File: src/rtl/asm_dp_if.sv
// Command, status and result-handshake bundle between the ASM controller/host and asm_datapath.
// Optional wrap_cnt signal present only when DP_WRAPCNT_EN is defined.
interface asm_dp_if #(
  parameter int unsigned A_WIDTH = 4
) ();

  logic                 clr_AF;
  logic                 incr_A;
  logic                 set_E;
  logic                 clr_E;
  logic                 set_F;
  logic                 res_ack;

  logic                 A2;
  logic                 A3;
  logic [A_WIDTH-1:0]   a_val;
  logic                 e_flag;
  logic                 f_flag;
  logic [A_WIDTH+1:0]   res_data;
  logic                 res_valid;
  logic                 cmd_err;
  logic                 ovr_err;
`ifdef DP_WRAPCNT_EN
  logic [7:0]           wrap_cnt;
`endif

  // Controller/host side: issues commands and acknowledges results
  modport master (
`ifdef DP_WRAPCNT_EN
    input  wrap_cnt,
`endif
    output clr_AF, incr_A, set_E, clr_E, set_F, res_ack,
    input  A2, A3, a_val, e_flag, f_flag, res_data, res_valid, cmd_err, ovr_err
  );

  // Datapath side
  modport slave (
`ifdef DP_WRAPCNT_EN
    output wrap_cnt,
`endif
    input  clr_AF, incr_A, set_E, clr_E, set_F, res_ack,
    output A2, A3, a_val, e_flag, f_flag, res_data, res_valid, cmd_err, ovr_err
  );

endinterface

File: src/rtl/asm_datapath.sv
// Datapath under the ASM controller: counter A, flags E/F, result capture with valid/ack.
// Define DP_WRAPCNT_EN to add the saturating wrap_cnt output.
module asm_datapath #(
  parameter int unsigned A_WIDTH = 4
) (
  input  logic     clk,
  input  logic     rst,
  asm_dp_if.slave  bus
);

  localparam int unsigned RW = A_WIDTH + 2;

  localparam logic [0:0] ST_EMPTY = 1'b0;
  localparam logic [0:0] ST_FULL  = 1'b1;

  logic [A_WIDTH-1:0] a_q, a_d;
  logic               e_q, e_d;
  logic               f_q, f_d;
  logic [RW-1:0]      res_q, res_d;
  logic [0:0]         state_q, state_d;
  logic               cmd_err_q, cmd_err_d;
  logic               ovr_err_q, ovr_err_d;
  logic               capture_c;
  logic               conflict_c;
`ifdef DP_WRAPCNT_EN
  logic [7:0]         wrap_q, wrap_d;
`endif

  // State register
  always_ff @(posedge clk) begin
    if (rst) begin
      a_q       <= '0;
      e_q       <= 1'b0;
      f_q       <= 1'b0;
      res_q     <= '0;
      state_q   <= ST_EMPTY;
      cmd_err_q <= 1'b0;
      ovr_err_q <= 1'b0;
`ifdef DP_WRAPCNT_EN
      wrap_q    <= 8'h00;
`endif
    end else begin
      a_q       <= a_d;
      e_q       <= e_d;
      f_q       <= f_d;
      res_q     <= res_d;
      state_q   <= state_d;
      cmd_err_q <= cmd_err_d;
      ovr_err_q <= ovr_err_d;
`ifdef DP_WRAPCNT_EN
      wrap_q    <= wrap_d;
`endif
    end
  end

  // Command decode, register transfers and result state machine
  always_comb begin
    a_d        = a_q;
    e_d        = e_q;
    f_d        = f_q;
    res_d      = res_q;
    state_d    = state_q;
    cmd_err_d  = cmd_err_q;
    ovr_err_d  = ovr_err_q;
`ifdef DP_WRAPCNT_EN
    wrap_d     = wrap_q;
`endif

    capture_c  = bus.set_F & ~bus.clr_AF;
    conflict_c = (bus.set_E & bus.clr_E) |
                 (bus.clr_AF & bus.incr_A) |
                 (bus.clr_AF & bus.set_F);

    if (bus.clr_AF) begin
      a_d = '0;
    end else if (bus.incr_A) begin
      a_d = a_q + A_WIDTH'(1);
    end

`ifdef DP_WRAPCNT_EN
    if (bus.clr_AF) begin
      wrap_d = 8'h00;
    end else if (bus.incr_A && (&a_q) && (wrap_q != 8'hFF)) begin
      wrap_d = wrap_q + 8'd1;
    end
`endif

    if (bus.clr_AF) begin
      f_d = 1'b0;
    end else if (bus.set_F) begin
      f_d = 1'b1;
    end

    // Simultaneous set/clear of E leaves it unchanged
    if (bus.set_E && !bus.clr_E) begin
      e_d = 1'b1;
    end else if (bus.clr_E && !bus.set_E) begin
      e_d = 1'b0;
    end

    if (conflict_c) begin
      cmd_err_d = 1'b1;
    end

    if (capture_c) begin
      res_d = {1'b1, e_d, a_d};
    end

    case (state_q)
      ST_EMPTY: begin
        if (capture_c) begin
          state_d = ST_FULL;
        end
      end
      ST_FULL: begin
        if (capture_c) begin
          state_d = ST_FULL;
          if (!bus.res_ack) begin
            ovr_err_d = 1'b1;
          end
        end else if (bus.res_ack) begin
          state_d = ST_EMPTY;
        end
      end
      default: state_d = ST_EMPTY;
    endcase
  end

  assign bus.A2        = a_q[2];
  assign bus.A3        = a_q[3];
  assign bus.a_val     = a_q;
  assign bus.e_flag    = e_q;
  assign bus.f_flag    = f_q;
  assign bus.res_data  = res_q;
  assign bus.res_valid = (state_q == ST_FULL);
  assign bus.cmd_err   = cmd_err_q;
  assign bus.ovr_err   = ovr_err_q;
`ifdef DP_WRAPCNT_EN
  assign bus.wrap_cnt  = wrap_q;
`endif

endmodule

File: src/flat_wrapper.sv
// flat-port wrapper written by rule: the top's interface ports become plain ports
module asm_datapath_flat 
#(
  parameter int unsigned A_WIDTH = 4
)
  (clk, rst, bus_clr_AF, bus_incr_A, bus_set_E, bus_clr_E, bus_set_F, bus_res_ack, bus_A2, bus_A3, bus_a_val, bus_e_flag, bus_f_flag, bus_res_data, bus_res_valid, bus_cmd_err, bus_ovr_err);
  asm_dp_if #(.A_WIDTH(A_WIDTH)) bus_i ();
  input  logic clk;
  input  logic rst;
  input wire logic [$bits(bus_i.clr_AF)-1:0] bus_clr_AF;
  input wire logic [$bits(bus_i.incr_A)-1:0] bus_incr_A;
  input wire logic [$bits(bus_i.set_E)-1:0] bus_set_E;
  input wire logic [$bits(bus_i.clr_E)-1:0] bus_clr_E;
  input wire logic [$bits(bus_i.set_F)-1:0] bus_set_F;
  input wire logic [$bits(bus_i.res_ack)-1:0] bus_res_ack;
  output wire logic [$bits(bus_i.A2)-1:0] bus_A2;
  output wire logic [$bits(bus_i.A3)-1:0] bus_A3;
  output wire logic [$bits(bus_i.a_val)-1:0] bus_a_val;
  output wire logic [$bits(bus_i.e_flag)-1:0] bus_e_flag;
  output wire logic [$bits(bus_i.f_flag)-1:0] bus_f_flag;
  output wire logic [$bits(bus_i.res_data)-1:0] bus_res_data;
  output wire logic [$bits(bus_i.res_valid)-1:0] bus_res_valid;
  output wire logic [$bits(bus_i.cmd_err)-1:0] bus_cmd_err;
  output wire logic [$bits(bus_i.ovr_err)-1:0] bus_ovr_err;
  assign bus_i.clr_AF = bus_clr_AF;
  assign bus_i.incr_A = bus_incr_A;
  assign bus_i.set_E = bus_set_E;
  assign bus_i.clr_E = bus_clr_E;
  assign bus_i.set_F = bus_set_F;
  assign bus_i.res_ack = bus_res_ack;
  assign bus_A2 = bus_i.A2;
  assign bus_A3 = bus_i.A3;
  assign bus_a_val = bus_i.a_val;
  assign bus_e_flag = bus_i.e_flag;
  assign bus_f_flag = bus_i.f_flag;
  assign bus_res_data = bus_i.res_data;
  assign bus_res_valid = bus_i.res_valid;
  assign bus_cmd_err = bus_i.cmd_err;
  assign bus_ovr_err = bus_i.ovr_err;
  asm_datapath #(.A_WIDTH(A_WIDTH)) u_core (.clk(clk), .rst(rst), .bus(bus_i));
endmodule
File: config.mk
export PLATFORM = sky130hd
export DESIGN_NAME = asm_datapath_flat
export DESIGN_NICKNAME = d
export VERILOG_FILES = /design/src/rtl/asm_dp_if.sv /design/src/rtl/asm_datapath.sv /design/src/flat_wrapper.sv
export SDC_FILE = /design/constraint.sdc
export NUM_CORES = 1
export LEC_CHECK = 0
export ABC_AREA = 1
export CAP_MARGIN = 20
export CORE_UTILIZATION = 42
export CTS_BUF_LIST = sky130_fd_sc_hd__clkbuf_8
export CTS_CLUSTER_DIAMETER = 50
export DETAILED_ROUTE_END_ITERATION = 16
export PLACE_DENSITY = 0.79
export SYNTH_ARGS = -nofsm -noshare
export SYNTH_HDL_FRONTEND = slang
export SYNTH_SLANG_ARGS = --single-unit
File: constraint.sdc
create_clock -name clk -period 1.1 [get_ports clk]
set_input_delay 0.165 -clock clk [delete_from_list [all_inputs] [get_ports clk]]
set_output_delay 0.165 -clock clk [all_outputs]
set_load 0.1 [all_outputs]
# Word-level counts from Yosys, hierarchy flattened

Index checks and enable logic that the tools add are counted.

Flip-flop bits (word level): 15
Input bits: 8
Output and inout bits: 17
Word-level logic and storage cells: 31

Add/sub/neg operators: 1
Muxes and demuxes: 8
Bitwise gates (word level): 9
Reduce and logical (&&, ||, !) cells: 6

Operators with widths:

| cell                                         | number |
|---|---|
| 2-to-1 mux 4 bit                             | 2 |
| 2-to-1 mux 1 bit                             | 5 |
| adder 4 x 1 -> 4 bit (second input constant) | 1 |
| AND 1 bit                                    | 4 |
| inverter 1 bit                               | 3 |
| AND reduction 3 bit                          | 1 |
| logical AND 1 bit                            | 2 |
| logical NOT 1 bit                            | 2 |
| bitwise OR 1 bit                             | 2 |
| one-hot mux 1 bit (2 select lines)           | 1 |
| OR reduction 2 bit                           | 1 |

# Longest topological paths before layout

Gate-level depths: netlist of run 1.

Word-level depth: 4
Gate-level depth with buffers: 5
Mapped depth without buffers: 5

# Worst setup path after synthesis of run 1

Ideal clock, no wire load.

Kind: reg-to-reg
Start: reg u_core.a_q[0], in the netlist u_core.bus.a_val[0]
End: reg u_core.res_q[2], in the netlist u_core.bus.res_data[2]
Setup time: 0.070 ns
Arrival time: 1.635 ns
Required time: 1.030 ns
Path slack: -0.605 ns
Cell stages (with the launch flop): 6
Buffers on the path: 0
Period minus slack after synthesis: 1.705 ns
Cells stage by stage: dfxtp_1 -> ha_1 -> a21oi_1 -> nor2_1 -> nand2_1 -> a21oi_1

Word-level cells in the longest chain between the ends: 3

RTL lines:

| item                     | line               | text |
|---|---|---|
| start: declaration       | asm_datapath.sv:16 | `logic [A_WIDTH-1:0] a_q, a_d;` |
| start signal: assignment | asm_datapath.sv:32 | `a_q <= '0;` |
| start signal: assignment | asm_datapath.sv:43 | `a_q <= a_d;` |
| adder 4 x 1 -> 4 bit     | asm_datapath.sv:77 | `a_d = a_q + A_WIDTH'(1);` |
| 2-to-1 mux 4 bit         | asm_datapath.sv:76 | `end else if (bus.incr_A) begin` |
| 2-to-1 mux 4 bit         | asm_datapath.sv:74 | `if (bus.clr_AF) begin` |
| end signal: assignment   | asm_datapath.sv:46 | `res_q <= res_d;` |
| end: declaration         | asm_datapath.sv:19 | `logic [RW-1:0] res_q, res_d;` |

Every way passes these cells.
A chain may end at the register's enable or synchronous reset.

# Worst setup path in the final report of run 1

Start: in bus_clr_AF
End: reg u_core.res_q[0], in the netlist u_core.bus.res_data[0]

Word-level cells in the longest chain between the ends: 2
Elaborated cells between the ends (all ways): 3
Those cells by class: mux: 1; bitwise: 2

RTL lines:

| item               | line               | text |
|---|---|---|
| start: declaration | flat_wrapper.sv:10 | `input wire logic [$bits(bus_i.clr_AF)-1:0] bus_clr_AF;` |
| inverter 1 bit     | asm_datapath.sv:69 | `capture_c = bus.set_F & ~bus.clr_AF;` |
| AND 1 bit          | asm_datapath.sv:69 |  |

Several ways; a longest one is shown, not always the timed one.

==> results of run 1 <==
[per-stage QoR]
stage          area [um^2]  power [uW]  cells  hold WS (ns)  setup TNS (ns)
2_1_floorplan          628         837     71         0.275          -0.175
3_3_place_gp          1070        1010    111         0.479           -1.27
3_5_place_dp          1070        1010    111         0.481           -1.96
4_1_cts               1110        1450    115         0.498               0
5_1_grt               1120        1500    115         0.453         -0.0486
6_report              1120        1460    115         0.399               0
[sequential cells by signal, indices dropped and copies added, names as in the netlist]
name                  flops
u_core.bus.res_data       6
u_core.bus.a_val          4
u_core.bus.res_valid      1
u_core.bus.cmd_err        1
u_core.bus.e_flag         1
u_core.bus.ovr_err        1
u_core.bus.f_flag         1
[final cells by class]
cell class                      count  area share (%)
Timing Repair Buffer               29            40.6
Sequential cell                    15            29.3
Clock inverter                      1           0.336
Clock buffer                        3            3.69
Multi-Input combinational cell     45            22.0
Inverter                            7            2.35
Tap cell                           15            1.68
[logic make-up after synthesis]
family	count (synthesis)	synth area share, %
flip-flops	15	51.1
adder cells (fa/ha/maj)	1	2.13
AND/OR/NAND/NOR	24	18.3
buffers and inverters	11	9.15
AO/OA/AOI/OAI	20	19.4
[power by group]
part / internal, uW / switching (uW)
clock network: 248 / 206
registers: 567 / 32.7
logic: 153 / 255
total: 967 / 493
[timing repair]
action	4_1_cts	5_1_grt
gates resized for setup	0	2
hold buffers	0	0
setup endpoints to repair	0	6
endpoints found under the hold margin	0	0
[path summary, 6_finish.rpt]
check	cells past startpoint	to	from
min reg2reg	1	u_core.bus.f_flag$_SDFFE_PP0P_	u_core.bus.f_flag$_SDFFE_PP0P_
min	4	u_core.bus.a_val[1]$_SDFF_PP0_	bus_incr_A
max	5	u_core.bus.res_data[0]$_SDFFE_PP0P_	bus_clr_AF
max reg2reg	5	u_core.bus.res_data[2]$_SDFFE_PP0P_	u_core.bus.a_val[0]$_SDFF_PP0_
[worst max-delay path: cells and delay by family]
kind | cells | cell delay, ns
AOI/OAI and AO/OA | 3 | 0.49
buffers and inverters | 2 | 0.60
[per-layer routing]
layer	wire length (um)	vias up	global-route usage, %	part of all wire (%)
li1	-	293	-	-
met2	846	24	42.2	53
met1	642	284	25.2	40
met3	87	3	8.52	5.5
met5	0	-	0	0
met4	19	0	5.17	1.2
[synthesized netlist by cell type, types with 3 or more instances]
library cell and number:
inv_1 6, dfxtp_1 15, nand3_1 3, nand2_1 7, nor2_1 10, a21oi_1 8
o21ai_0 3, o21ai_1 5, buf_4 3
==> results.py, run 1 <==
metrics = {
    "global_route": {
        "gr-usage-all-layers_pct": 23.3,
        "grt_max_degree": 11,
        "grt_pass1_vias": 550,
        "grt_pass1_wl_um": 2340,
        "gr-total-overflow": 0,
        "antenna_found_initial": 0,
    },
    "routing": {
        "viasPerCell": 5.25,
        "firstDrtPassIters": 4,
        "dr_total_vias": 604,
        "wl_per_cell_um": 13.9,
        "route.detailed.drc": 0,
        "drt-total-wl_um": 1600,
        "antenna_left": 0,
        "drtIter0Drc": 17,
    },
    "job": {
        "maxCapViolCount": 0,
    },
    "finish": {
        "nNetsFinal": 110,
        "area_growth_pct": 90.2,
        "final_util_pct": 86.0,
        "multiInputGateArea_um2": 246,
        "register_area_um2": 328,
        "fill_cells": 77,
        "mostFrequentLayoutCells": "buf_12, nor2_1, dfxtp_2",
        "layout_commonest_cell": "buf_12",
        "drive_gt1_share_pct": 47.0,
        "n_antenna_cell": 0,
    },
    "status": {
        "status": "complete, no violations",
    },
    "sta": {
        "setup_viol": 0,
        "timing.fmax_mhz": 925,
        "hold_violations": 0,
        "fin_crit_ns": 1.08,
        "setup_slack_ns": 0.0194,
        "relSlewSlack_pct": 78.4,
        "fin_crit_sh_pct": 98.2,
        "slew_violations": 0,
        "skew_ns": 0.00231,
        "max_slew.worst_pin.slew_ns": 0.321,
    },
    "clocking": {
        "cts_max_path_buffers": 2,
        "post_cts_buffers": 0,
        "cts-root-buf": "clkbuf_8",
        "cts_tree": "yes",
        "clk_pin_slew_ns": 0.06,
        "cts_buffers": 3,
        "clkLatencyLatePin_ns": 0.25,
        "cts.sinks": 15,
        "htree_levels": 1,
    },
    "logic_synthesis": {
        "syn-num-nets": 80,
        "ys_seq_area_share_pct": 51.1,
        "synth_warnings": 0,
        "synth_top_area_share_pct": 51.1,
        "async_flop_share_pct": 0,
        "ys_ff_latch": 15,
        "syn_area_per_cell_um2": 8.28,
        "netlist_top_cells_area": "dfxtp_1, a21oi_1, nor2_1",
        "synth_area_um2": 588,
        "ys.flop_type": "dfxtp_1",
        "synth_edf_count": 0,
        "syn_inst": 71,
        "synth_cell_types": 20,
        "synth_top_cell_by_area": "dfxtp_1",
    },
    "critical_path": {
        "path_class": "in -> reg",
        "cp.arrival_ns": 1.26,
        "critPathMaxStageDelay_ns": 0.43,
        "r2r_setup_slack_ns": 0.10,
        "crit_required_ns": 1.28,
        "cp_max_fo": 5,
        "crit_chain": "clkdlybuf4s50_1 -> buf_4 -> a21oi_1 -> o21ai_0 -> a21oi_1",
        "cp-end-kind": "flop",
        "cpMostUsedCell": "a21oi_1",
        "critPathSlowestCell": "clkdlybuf4s50_1",
        "startpoint_type": "input port",
    },
    "floorplanning": {
        "start_util_pct": 45.2,
        "io_pins": 25,
        "rows": 13,
        "fp.dieH_um": 39.4,
        "die_w_um": 39.4,
        "dieArea_um2": 1550,
        "core_um2": 1300,
    },
    "power_and_ir_drop": {
        "powerDensity_nw_per_um2": 1310,
        "peakVddDrop_mv": 0.998,
        "cellLeakagePower_uw": 0.000473,
    },
    "placed_design": {
        "post-dp-hpwl_um": 1160,
        "place.gp.congestion": 0.732,
        "io_buffers": 24,
        "pre_cts_slack_ns": -0.212,
    },
    "worst_hold_path": {
        "hp-class": "in -> reg",
    },
}
Note: power is estimated with default switching activity, not from simulation.
==> inputs of run 2 (changes only) <==
==> constraint.sdc (replaced) <==
create_clock -name clk -period 1.1 [get_ports clk]
set_input_delay 0.11 -clock clk [delete_from_list [all_inputs] [get_ports clk]]
set_output_delay 0.11 -clock clk [all_outputs]
set_load 0.1 [all_outputs]
==> results.py, run 2 (same netlist as run 1, synthesis figures left out) <==
metrics = {
    "finish": {
        "largest_reg_flops": 6,
        "mostFrequentLayoutCells": "buf_12, nor2_1, dfxtp_2",
        "drive_gt1_share_pct": 47.0,
        "layout_commonest_cell": "buf_12",
        "layoutNonFillerInstCount": 115,
        "nNetsFinal": 110,
        "n_antenna_cell": 0,
        "area_growth_pct": 89.1,
    },
    "sta": {
        "relSlewSlack_pct": 78.6,
        "skew_ns": 0.00347,
        "fin_crit_sh_pct": 90.2,
        "setup_viol": 0,
        "finalSetupTns_ns": 0,
        "hold_ws_ns": 0.466,
        "hold_violations": 0,
        "rsz0062_at_grt": "no",
        "max_slew.worst_pin.slew_ns": 0.318,
        "timing.fmax_mhz": 1010,
        "fin_crit_ns": 0.993,
        "slew_violations": 0,
    },
    "routing": {
        "drtIter0Drc": 13,
        "drt-total-wl_um": 1510,
        "antenna_left": 0,
        "wl_per_cell_um": 13.1,
        "viasPerCell": 5.10,
        "firstDrtPassIters": 4,
        "dr_total_vias": 587,
        "route.detailed.drc": 0,
    },
    "status": {
        "status": "complete, no violations",
    },
    "floorplanning": {
        "dieArea_um2": 1550,
        "fp.dieH_um": 39.4,
        "core_um2": 1300,
        "io_pins": 25,
        "start_util_pct": 45.2,
        "die_w_um": 39.4,
        "rows": 13,
    },
    "clocking": {
        "cts-root-buf": "clkbuf_8",
        "ctsResizeCount": 0,
        "clkLatencyLatePin_ns": 0.26,
        "postCtsHoldBufs": 0,
        "cts_max_path_buffers": 2,
        "cts_buffers": 3,
        "clk_pin_slew_ns": 0.06,
        "htree_levels": 1,
        "cts.sinks": 15,
        "cts_tree": "yes",
        "post_cts_buffers": 0,
    },
    "placed_design": {
        "dp.cells": 111,
        "io_buffers": 24,
        "place.gp.congestion": 0.732,
        "post-dp-hpwl_um": 1160,
    },
    "worst_hold_path": {
        "min-delay-start": "bus_set_F",
        "hp-class": "in -> reg",
        "hold_depth": 3,
    },
    "global_route": {
        "grt_max_degree": 11,
        "antenna_found_initial": 0,
        "gr-total-overflow": 0,
        "gr-usage-all-layers_pct": 23.3,
        "grt_pass1_wl_um": 2340,
        "grt_pass1_vias": 550,
    },
    "critical_path": {
        "path_class": "in -> reg",
        "cp.arrival_ns": 1.14,
        "cp_max_fo": 8,
        "setup.worst_path.start": "bus_incr_A",
        "cp-end-kind": "flop",
        "rr_startpoint": "u_core.bus.a_val[0]$_SDFF_PP0_",
        "crit_required_ns": 1.24,
        "startpoint_type": "input port",
        "r2r_cells": 5,
    },
    "power_and_ir_drop": {
        "peakVddDrop_mv": 0.974,
        "cellLeakagePower_uw": 0.000463,
        "powerDensity_nw_per_um2": 1310,
    },
    "job": {
        "maxCapViolCount": 0,
    },
}
==> run 2: changes by cell type in the layout (fill, tap and decap cells not counted), sizes merged <==
| cell | change |
|---|---|
| clkdlybuf4s50 | +1 |
| dlymetal6s2s | -1 |
==> run 2: path summary, 6_finish.rpt <==
| check | to | slack, ns |
|---|---|---|
| min reg2reg | u_core.bus.f_flag$_SDFFE_PP0P_ | 0.50 |
| max | u_core.bus.res_data[1]$_SDFFE_PP0P_ | 0.11 |
| max reg2reg | u_core.bus.res_data[1]$_SDFFE_PP0P_ | 0.12 |
| min | u_core.bus.res_data[1]$_SDFFE_PP0P_ | 0.47 |
==> run 2: cell type report <==
| cell class | count | area [um^2] |
|---|---|---|
| inverter | 7 | 26.3 |
| tap | 15 | 18.8 |
| fill | 77 | 189 |
| multi-input combinational | 45 | 246 |
| sequential | 15 | 328 |
| clock buffer | 3 | 41.3 |
| timing repair buffer | 29 | 448 |
| clock inverter | 1 | 3.75 |
==> run 2: metrics by stage <==
| stage | cell area (um^2) | worst slack, ns | util, % | total power, uW |
|---|---|---|---|---|
| 2_1_floorplan | 628 | -0.165 | - | 837 |
| 3_3_place_gp | 1070 | -0.132 | 82.0 | 1010 |
| 3_5_place_dp | 1070 | -0.157 | 82.0 | 1010 |
| 4_1_cts | 1110 | 0.107 | 85.5 | 1450 |
| 5_1_grt | 1110 | 0.0195 | 85.5 | 1500 |
| 6_report | 1110 | 0.107 | 85.5 | 1460 |
==> run 2: metal layers <==
metal	part of all wire (%)	wire (um)	vias up	global-route usage, %
met4	1.3	19	0	5.17
li1	-	-	293	-
met1	41	617	273	25.2
met2	53	799	18	42.2
met5	0	0	-	0
met3	4.6	70	3	8.52
==> run 2: worst max-delay path, cell delays in order <==
cell and delay [ns]:
clkdlybuf4s50_1 0.53, or2_2 0.34, nand3_1 0.10, o21ai_1 0.06
==> run 2: report_power, final <==
part / total [uW] / leakage [uW] / switching [uW] / internal, uW
clock network: 453 / 0.0000269 / 205 / 248
registers: 599 / 0.000130 / 32.2 / 567
logic: 404 / 0.000306 / 253 / 152
total: 1460 / 0.000463 / 490 / 966
==> inputs of run 3 (changes only) <==
--- a/config.mk
+++ b/config.mk
@@ -11,7 +11,7 @@
 export CTS_BUF_LIST = sky130_fd_sc_hd__clkbuf_8
 export CTS_CLUSTER_DIAMETER = 50
 export DETAILED_ROUTE_END_ITERATION = 16
-export PLACE_DENSITY = 0.79
+export PLACE_DENSITY = 0.9
 export SYNTH_ARGS = -nofsm -noshare
 export SYNTH_HDL_FRONTEND = slang
 export SYNTH_SLANG_ARGS = --single-unit
==> results.py, run 3 (same netlist as run 1, synthesis figures left out) <==
metrics = {
    "sta": {
        "relSlewSlack_pct": 75.5,
        "skew_ns": 0.000287,
        "hold_ws_ns": 0.379,
        "setup_viol": 0,
        "max_slew.worst_pin.slew_ns": 0.367,
        "timing.fmax_mhz": 969,
        "rsz0062_at_grt": "no",
        "fin_crit_ns": 1.03,
        "fin_crit_sh_pct": 93.8,
        "slew_violations": 0,
        "hold_violations": 0,
    },
    "clocking": {
        "clk_pin_slew_ns": 0.06,
        "htree_levels": 1,
        "cts-root-buf": "clkbuf_8",
        "cts_buffers": 3,
        "post_cts_buffers": 0,
        "cts_max_path_buffers": 2,
        "postCtsHoldBufs": 0,
        "cts_tree": "yes",
        "ctsResizeCount": 0,
        "clkLatencyLatePin_ns": 0.24,
        "cts.sinks": 15,
    },
    "power_and_ir_drop": {
        "seqPwrFrac_pct": 41.3,
        "p_int_uw": 968,
        "finalPower_uw": 1450,
        "p_comb_share_pct": 28.5,
        "p_clk_share_pct": 30.2,
        "cellLeakagePower_uw": 0.000479,
        "powerDensity_nw_per_um2": 1280,
        "peakVddDrop_mv": 0.833,
        "swShare_pct": 33.4,
        "switching_power_uw": 485,
    },
    "finish": {
        "n_antenna_cell": 0,
        "layoutNonFillerInstCount": 116,
        "drive_gt1_share_pct": 49.5,
        "mostFrequentLayoutCells": "buf_12, nor2_1, dfxtp_2",
        "fin_area_um2": 1130,
        "area_growth_pct": 92.3,
        "nNetsFinal": 111,
        "register_area_um2": 328,
        "layout_commonest_cell": "buf_12",
        "largest_reg_flops": 6,
        "fill_cells": 58,
        "multiInputGateArea_um2": 255,
    },
    "critical_path": {
        "cp.arrival_ns": 1.20,
        "cp-end-kind": "flop",
        "cp_max_fo": 8,
        "path_class": "in -> reg",
        "startpoint_type": "input port",
        "crit_required_ns": 1.27,
    },
    "routing": {
        "firstDrtPassIters": 4,
        "drtIter0Drc": 16,
        "route.detailed.drc": 0,
        "viasPerCell": 5.27,
        "drt-total-wl_um": 1810,
        "dr_total_vias": 611,
        "wl_per_cell_um": 15.6,
        "antenna_left": 0,
    },
    "floorplanning": {
        "io_pins": 25,
        "die_w_um": 39.4,
        "fp.dieH_um": 39.4,
        "dieArea_um2": 1550,
        "start_util_pct": 45.2,
        "rows": 13,
        "core_um2": 1300,
    },
    "global_route": {
        "grt_pass1_wl_um": 2600,
        "gr-total-overflow": 0,
        "grt_max_degree": 9,
        "grt_pass1_vias": 586,
        "antenna_found_initial": 0,
        "gr-usage-all-layers_pct": 26.5,
    },
    "placed_design": {
        "post_dp_cell_area_um2": 1070,
        "io_buffers": 24,
        "place.gp.congestion": 0.844,
        "post-dp-hpwl_um": 1300,
        "dp.cells": 112,
    },
    "status": {
        "status": "complete, no violations",
    },
    "job": {
        "maxCapViolCount": 0,
    },
    "worst_hold_path": {
        "hp-class": "in -> reg",
    },
}
## run 3: worst max-delay path: stages
cell,delay [ns]
clkdlybuf4s50_1,0.50
inv_2,0.05
nor2_2,0.14
buf_4,0.19
o21ai_1,0.07
a21oi_1,0.14
## run 3: power by group through the flow
stage	clock network [uW]	registers, uW	logic (uW)
after global placement	0	609	398
after global routing	466	602	427
final	438	601	414
after detailed placement	0	611	409
after CTS	447	600	410
after floorplan	0	781	56.1
## run 3: per-stage QoR
step | setup WS [ns] | utilization, % | TNS, ns
6_report | 0.0685 | 86.9 | 0
5_1_grt | 0.00657 | 86.9 | 0
4_1_cts | 0.0197 | 86.1 | 0
3_5_place_dp | -0.225 | 82.6 | -1.52
3_3_place_gp | -0.125 | 82.6 | -0.572
2_1_floorplan | -0.165 | - | -0.175
## run 3: per-layer routing
metal  GRT usage (%)  wire length (um)  up-vias
met3            5.11                61        2
met5               0                 0        -
met1            28.1               709      297
met2            48.4              1020       24
li1                -                 -      288
met4            13.8                15        0
## run 3: path summary, 6_finish.rpt
kind	from	cells after the start	slack [ns]	endpoint
worst max-delay path	bus_set_F	6	0.07	u_core.bus.res_data[0]$_SDFFE_PP0P_
worst min-delay path	bus_incr_A	4	0.38	u_core.bus.a_val[1]$_SDFF_PP0_
worst max register to register	u_core.bus.a_val[0]$_SDFF_PP0_	5	0.08	u_core.bus.res_data[2]$_SDFFE_PP0P_
worst min register to register	u_core.bus.res_data[1]$_SDFFE_PP0P_	2	0.50	u_core.bus.res_data[1]$_SDFFE_PP0P_
## run 3: final cells by class
type / count / share of cell area, %
clock inverters: 1 / 0.332
multi-input cells: 45 / 22.6
well taps: 15 / 1.66
repair buffers: 30 / 40.5
inverters: 7 / 2.32
clock buffers: 3 / 3.65
flip-flops and latches: 15 / 29.0
